[src/rtl/param_stack_alu.sv]
// Stack-based ALU with a push-down operand stack.
// MUL runs on an iterative shift-add multiplier, one bit per cycle.
module param_stack_alu #(
  parameter int WIDTH = 32,
  parameter int DEPTH = 16
) (
  input  logic                     clock,
  input  logic                     reset,
  input  logic                     in_valid,
  output logic                     in_ready,
  input  logic [2:0]               opcode,
  input  logic [WIDTH-1:0]         input_data,
  output logic [WIDTH-1:0]         output_data,
  output logic                     out_valid,
  output logic                     overflow,
  output logic                     error,
  output logic [$clog2(DEPTH):0]   count,
  output logic                     empty,
  output logic                     full
);

  localparam int AW = $clog2(DEPTH);
  localparam int CW = AW + 1;
  localparam int SW = $clog2(WIDTH);

  localparam logic [2:0] OP_NOP  = 3'b000;
  localparam logic [2:0] OP_SUB  = 3'b001;
  localparam logic [2:0] OP_DUP  = 3'b010;
  localparam logic [2:0] OP_SWAP = 3'b011;
  localparam logic [2:0] OP_ADD  = 3'b100;
  localparam logic [2:0] OP_MUL  = 3'b101;
  localparam logic [2:0] OP_PUSH = 3'b110;
  localparam logic [2:0] OP_POP  = 3'b111;

  typedef enum logic {S_IDLE, S_MUL} state_t;
  state_t state, state_n;

  logic [WIDTH-1:0]   mem [DEPTH];
  logic [AW-1:0]      ptr, ia, ib;
  logic [WIDTH-1:0]   opa, opb, sum, diff;
  logic               accept, two, legal;
  logic [WIDTH-1:0]   res;
  logic               ovf;
  logic [CW-1:0]      cnt_n;

  logic [2*WIDTH-1:0] acc, mcand, term, acc_nx;
  logic [WIDTH-1:0]   mplier;
  logic [SW-1:0]      step;
  logic               last, mul_done, mul_ovf;

  assign ptr      = count[AW-1:0];
  assign ia       = ptr - AW'(1);
  assign ib       = ptr - AW'(2);
  assign opa      = mem[ia];
  assign opb      = mem[ib];
  assign sum      = opb + opa;
  assign diff     = opb - opa;
  assign empty    = (count == '0);
  assign full     = (count == CW'(DEPTH));
  assign two      = (count >= CW'(2));
  assign in_ready = (state == S_IDLE);
  assign accept   = in_valid & in_ready;

  assign last     = (step == SW'(WIDTH-1));
  assign mul_done = (state == S_MUL) & last;
  // Sign bit of the multiplier carries negative weight.
  assign term     = mplier[0] ? (last ? -mcand : mcand) : '0;
  assign acc_nx   = acc + term;
  assign mul_ovf  = !((&acc_nx[2*WIDTH-1:WIDTH-1]) ||
                      !(|acc_nx[2*WIDTH-1:WIDTH-1]));

  always_comb begin
    legal = 1'b0;
    res   = output_data;
    ovf   = 1'b0;
    cnt_n = count;
    unique case (opcode)
      OP_NOP: ;
      OP_PUSH: begin
        legal = !full;
        res   = input_data;
        cnt_n = count + CW'(1);
      end
      OP_POP: begin
        legal = !empty;
        res   = opa;
        cnt_n = count - CW'(1);
      end
      OP_ADD: begin
        legal = two;
        res   = sum;
        ovf   = (opb[WIDTH-1] == opa[WIDTH-1]) &&
                (sum[WIDTH-1] != opb[WIDTH-1]);
        cnt_n = count - CW'(1);
      end
      OP_SUB: begin
        legal = two;
        res   = diff;
        ovf   = (opb[WIDTH-1] != opa[WIDTH-1]) &&
                (diff[WIDTH-1] != opb[WIDTH-1]);
        cnt_n = count - CW'(1);
      end
      OP_DUP: begin
        legal = !empty && !full;
        res   = opa;
        cnt_n = count + CW'(1);
      end
      OP_SWAP: begin
        legal = two;
        res   = opb;
      end
      OP_MUL: legal = two;
    endcase
  end

  always_comb begin
    state_n = state;
    unique case (state)
      S_IDLE:
        if (accept && opcode == OP_MUL && legal)
          state_n = S_MUL;
      S_MUL:
        if (last) state_n = S_IDLE;
    endcase
  end

  always_ff @(posedge clock or negedge reset) begin
    if (!reset) state <= S_IDLE;
    else        state <= state_n;
  end

  always_ff @(posedge clock or negedge reset) begin
    if (!reset) begin
      count       <= '0;
      output_data <= '0;
      out_valid   <= 1'b0;
      overflow    <= 1'b0;
      error       <= 1'b0;
      acc         <= '0;
      mcand       <= '0;
      mplier      <= '0;
      step        <= '0;
    end else begin
      out_valid <= 1'b0;
      if (accept && opcode != OP_NOP) begin
        if (!legal) begin
          error     <= 1'b1;
          overflow  <= 1'b0;
          out_valid <= 1'b1;
        end else if (opcode != OP_MUL) begin
          error       <= 1'b0;
          overflow    <= ovf;
          output_data <= res;
          count       <= cnt_n;
          out_valid   <= 1'b1;
        end else begin
          acc    <= '0;
          mcand  <= {{WIDTH{opb[WIDTH-1]}}, opb};
          mplier <= opa;
          step   <= '0;
        end
      end
      if (state == S_MUL) begin
        acc    <= acc_nx;
        mcand  <= mcand << 1;
        mplier <= mplier >> 1;
        step   <= step + SW'(1);
        if (last) begin
          output_data <= acc_nx[WIDTH-1:0];
          overflow    <= mul_ovf;
          error       <= 1'b0;
          count       <= count - CW'(1);
          out_valid   <= 1'b1;
        end
      end
    end
  end

  // Storage is never reset; entries above count are unreachable.
  always_ff @(posedge clock) begin
    if (accept && legal) begin
      unique case (opcode)
        OP_PUSH: mem[ptr] <= input_data;
        OP_ADD:  mem[ib]  <= sum;
        OP_SUB:  mem[ib]  <= diff;
        OP_DUP:  mem[ptr] <= opa;
        OP_SWAP: begin
          mem[ia] <= opb;
          mem[ib] <= opa;
        end
        default: ;
      endcase
    end
    if (mul_done) mem[ib] <= acc_nx[WIDTH-1:0];
  end

endmodule

[config.mk]
export PLATFORM = sky130hd
export DESIGN_NAME = param_stack_alu
export DESIGN_NICKNAME = d
export VERILOG_FILES = /design/src/rtl/param_stack_alu.sv
export SDC_FILE = /design/constraint.sdc
export NUM_CORES = 2
export LEC_CHECK = 0
export ABC_AREA = 1
export CORE_UTILIZATION = 54
export CTS_CLUSTER_SIZE = 8
export DETAILED_ROUTE_END_ITERATION = 10
export GPL_ROUTABILITY_DRIVEN = 1
export PLACE_DENSITY = 0.7
export SKIP_CTS_REPAIR_TIMING = 1
export SLEW_MARGIN = 30
export SYNTH_ARGS = -nofsm -noshare
export SYNTH_HDL_FRONTEND = slang
export SYNTH_SLANG_ARGS = --single-unit
[constraint.sdc]
create_clock -name clock -period 7.1 [get_ports clock]
set_input_delay 1.42 -clock clock [delete_from_list [all_inputs] [get_ports clock]]
set_output_delay 1.42 -clock clock [all_outputs]
set_load 0.1 [all_outputs]
==> metrics.cfg <==
[critical_path]
worstPathRequired_ps=7640
worstSetupPathType=register to register
setup.worst_path.end_class=register
r2r-start=mcand[2]$_DFFE_PN0P_
timing.critical_path.fanout_max=6
cp_slowest_cell=sky130_fd_sc_hd__nor3_1
reg2reg_to=overflow$_DFF_PN0_
worstPathBufferInverterCount=1
critPathTopFamily=simple AND/OR/NAND/NOR gates
cpMostUsedCell=sky130_fd_sc_hd__nand2_1
timing.reg2reg.setup_slack_ps=700
critPathArrivalTime_ps=6940
rr_worst_depth=29
crit_path_max_incr_delay_ps=560
start_kind=register

[sta]
tightestPinTransition_ps=1070
final-setup-viol-count=0
max-slew-margin-rel=0.289
rsz0062_at_grt=false
fin_ws_ps=700
setup_total_negative_slack_ps=0
layout_worst_path_cycle_share=0.901
max_clock_freq_mhz=156
final-hold-violation-count=0
slew_viol_final=0
fin_skew_ps=40.0
timing.final.crit_period_ps=6400

[grt]
grt_util_all_layers=0.452
grt_overflow_total=0
vias_in_the_first_global_route=52600
grt_first_pass_wirelength_microns=344000
grt_antenna_before_repair=7
grt_max_degree=250

[final_layout]
area_delta_synth_final_pct=8.08
mostFrequentLayoutCell=sky130_fd_sc_hd__nand2_1
num-nets-final=7889
commonest_cells_after_routing_fill_and_taps_aside=2,209 x sky130_fd_sc_hd__nand2_1, 937 x sky130_fd_sc_hd__o21ai_0, 769 x sky130_fd_sc_hd__inv_1
drive_above_1_share=0.0622

[die]
die_h_microns=321
initial_utilization=0.546
floorplan.io_pins=81
dieWidth_microns=321
design.die.area_sq_um=103000
std_cell_rows=116
core_sq_um=100000

[logic_synthesis]
synth_cells=7876
synth_largest_area_cell=sky130_fd_sc_hd__edfxtp_1
netlist_area_sq_um=54900
synthesis.nets=8055
synth_area_leaders=sky130_fd_sc_hd__edfxtp_1 28%, sky130_fd_sc_hd__nand2_1 15%, sky130_fd_sc_hd__dfrtp_1 9.4%, sky130_fd_sc_hd__o21ai_0 8.6%, sky130_fd_sc_hd__a21oi_1 5.6%
synthArstFlopShare=0.287
post_synth_num_cell_types=67
postSynthRegisterBits=718
synth_sequential_area_ratio=0.374
synth_largest_type_area_fraction=0.280
synthesis.yosys.warnings=0
synth_ff_type=sky130_fd_sc_hd__edfxtp_1
mean_instance_size_in_the_synthesized_netlist_sq_um=6.97
synth_enable_flop_cells=512

[hold_path]
hold_start=acc[18]$_DFFE_PN0P_
worstHoldEndpoint=acc[18]$_DFFE_PN0P_
hold-path-cell-count=2
class_of_the_tightest_hold_or_removal_check=register to register

[clocking]
tritoncts=done
path_clk_slew_ps=60
number_of_buffers_inserted_during_clock_tree_synthesis=101
cts_htree_levels=3
clock_sinks=718
clockBufferDepth=3
clkLatencyLatePin_ps=720
cts.root.buffer_cell=sky130_fd_sc_hd__clkbuf_16

[placement]
dp_slack_ps=854
gpl.final_weighted_congestion=1.06
dpl.hpwl_microns=166000
io_buffer_count=80

[route]
number_of_vias_per_cell_after_detailed_routing=6.38
antenna_violating_nets_post_route=0
remaining_drc_errors=0
tritonroute_pass_1_iters=9
num_vias=58100
post_drt_wl_per_cell_microns=26.3
drt_first_iter_violations=8582
wl_microns=239000

[status]
result_of_the_run=complete, no violations

[job]
timing.max_cap.violations=0

==> worst register-to-register path: cells and delay by family (launching register included) <==
kind / cells / cell delay [ps]
AO/OA/AOI/OAI: 1 / 110
adder cells (fa/ha/maj): 1 / 350
buffers and inverters: 1 / 100
flip-flops: 1 / 420
AND/OR/NAND/NOR: 26 / 5250
==> cell usage after synthesis, drive strengths merged, types with 13 or more instances <==
master,number
ha,138
and3,19
nand2,2230
nand3,550
or2,21
edfxtp,512
a22oi,44
xnor2,17
inv,822
a21oi,614
clkinv,26
nand4,28
nor3,83
o21a,16
xor2,59
buf,294
o211ai,123
o221ai,59
o21ai,1157
clkbuf,202
o22ai,34
dfrtp,206
nor4,18
nor2,528
a22o,13
==> logic make-up (layout without fill, tap and decap cells) <==
kind of cell,after synthesis,after routing,synth area share
flops,718,718,0.374
buf+inv,1344,1211,0.104
simple gates,3494,3494,0.266
fa+ha+maj,141,141,0.0326
other cells,0,1,0
mux,1,1,0.000182
xor+xnor,76,76,0.0127
compound gates,2102,2102,0.211
==> how the worst max path moves through the flow <==
stage                         startpoint  cells past startpoint              endpoint
floorplan             count[0]$_DFF_PN0_                     20  mem[14][0]$_DFFE_PP_
global placement    mcand[0]$_DFFE_PN0P_                     29    overflow$_DFF_PN0_
detailed placement  mcand[0]$_DFFE_PN0P_                     29    overflow$_DFF_PN0_
CTS                 mcand[0]$_DFFE_PN0P_                     29    overflow$_DFF_PN0_
global route        mcand[2]$_DFFE_PN0P_                     29    overflow$_DFF_PN0_
finish              mcand[2]$_DFFE_PN0P_                     29    overflow$_DFF_PN0_
==> area by class of cell <==
| cell class | instances | area, sq um |
|---|---|---|
| clock inverter | 10 | 178 |
| fill | 9446 | 41100 |
| timing repair buffer | 227 | 2160 |
| inverter | 848 | 3210 |
| clock buffer | 126 | 2630 |
| tap | 1357 | 1700 |
| sequential | 718 | 20500 |
| multi-input combinational | 5814 | 28900 |
| antenna | 1 | 2.50 |
==> stage by stage <==
stage / hold WS [ps] / area (sq um) / cells / utilization
global placement: 460 / 56500 / 8964 / 0.563
detailed placement: 466 / 56500 / 8964 / 0.563
finish: 476 / 59300 / 9101 / 0.591
floorplan: 448 / 54900 / 7876 / -
CTS: 480 / 59300 / 9100 / 0.591
global route: 499 / 59300 / 9100 / 0.591
==> state kept, by name (all words and copies together) (netlist names) <==
signal	flops
mem	512
acc	64
mcand	64
mplier	32
output_data	32
count	5
step	5
error	1
out_valid	1
overflow	1
state	1
==> metal layers <==
| metal | GRT usage | wire, microns | vias up |
|---|---|---|---|
| met5 | 0 | 75 | - |
| met4 | 0.297 | 18200 | 12 |
| met3 | 0.0997 | 28800 | 952 |
| met2 | 0.713 | 106000 | 4007 |
| met1 | 0.559 | 86400 | 27000 |
| li1 | - | - | 26100 |
Power is not shown: default switching activity piles up to over one toggle a cycle in this logic, so the estimate is an artifact.
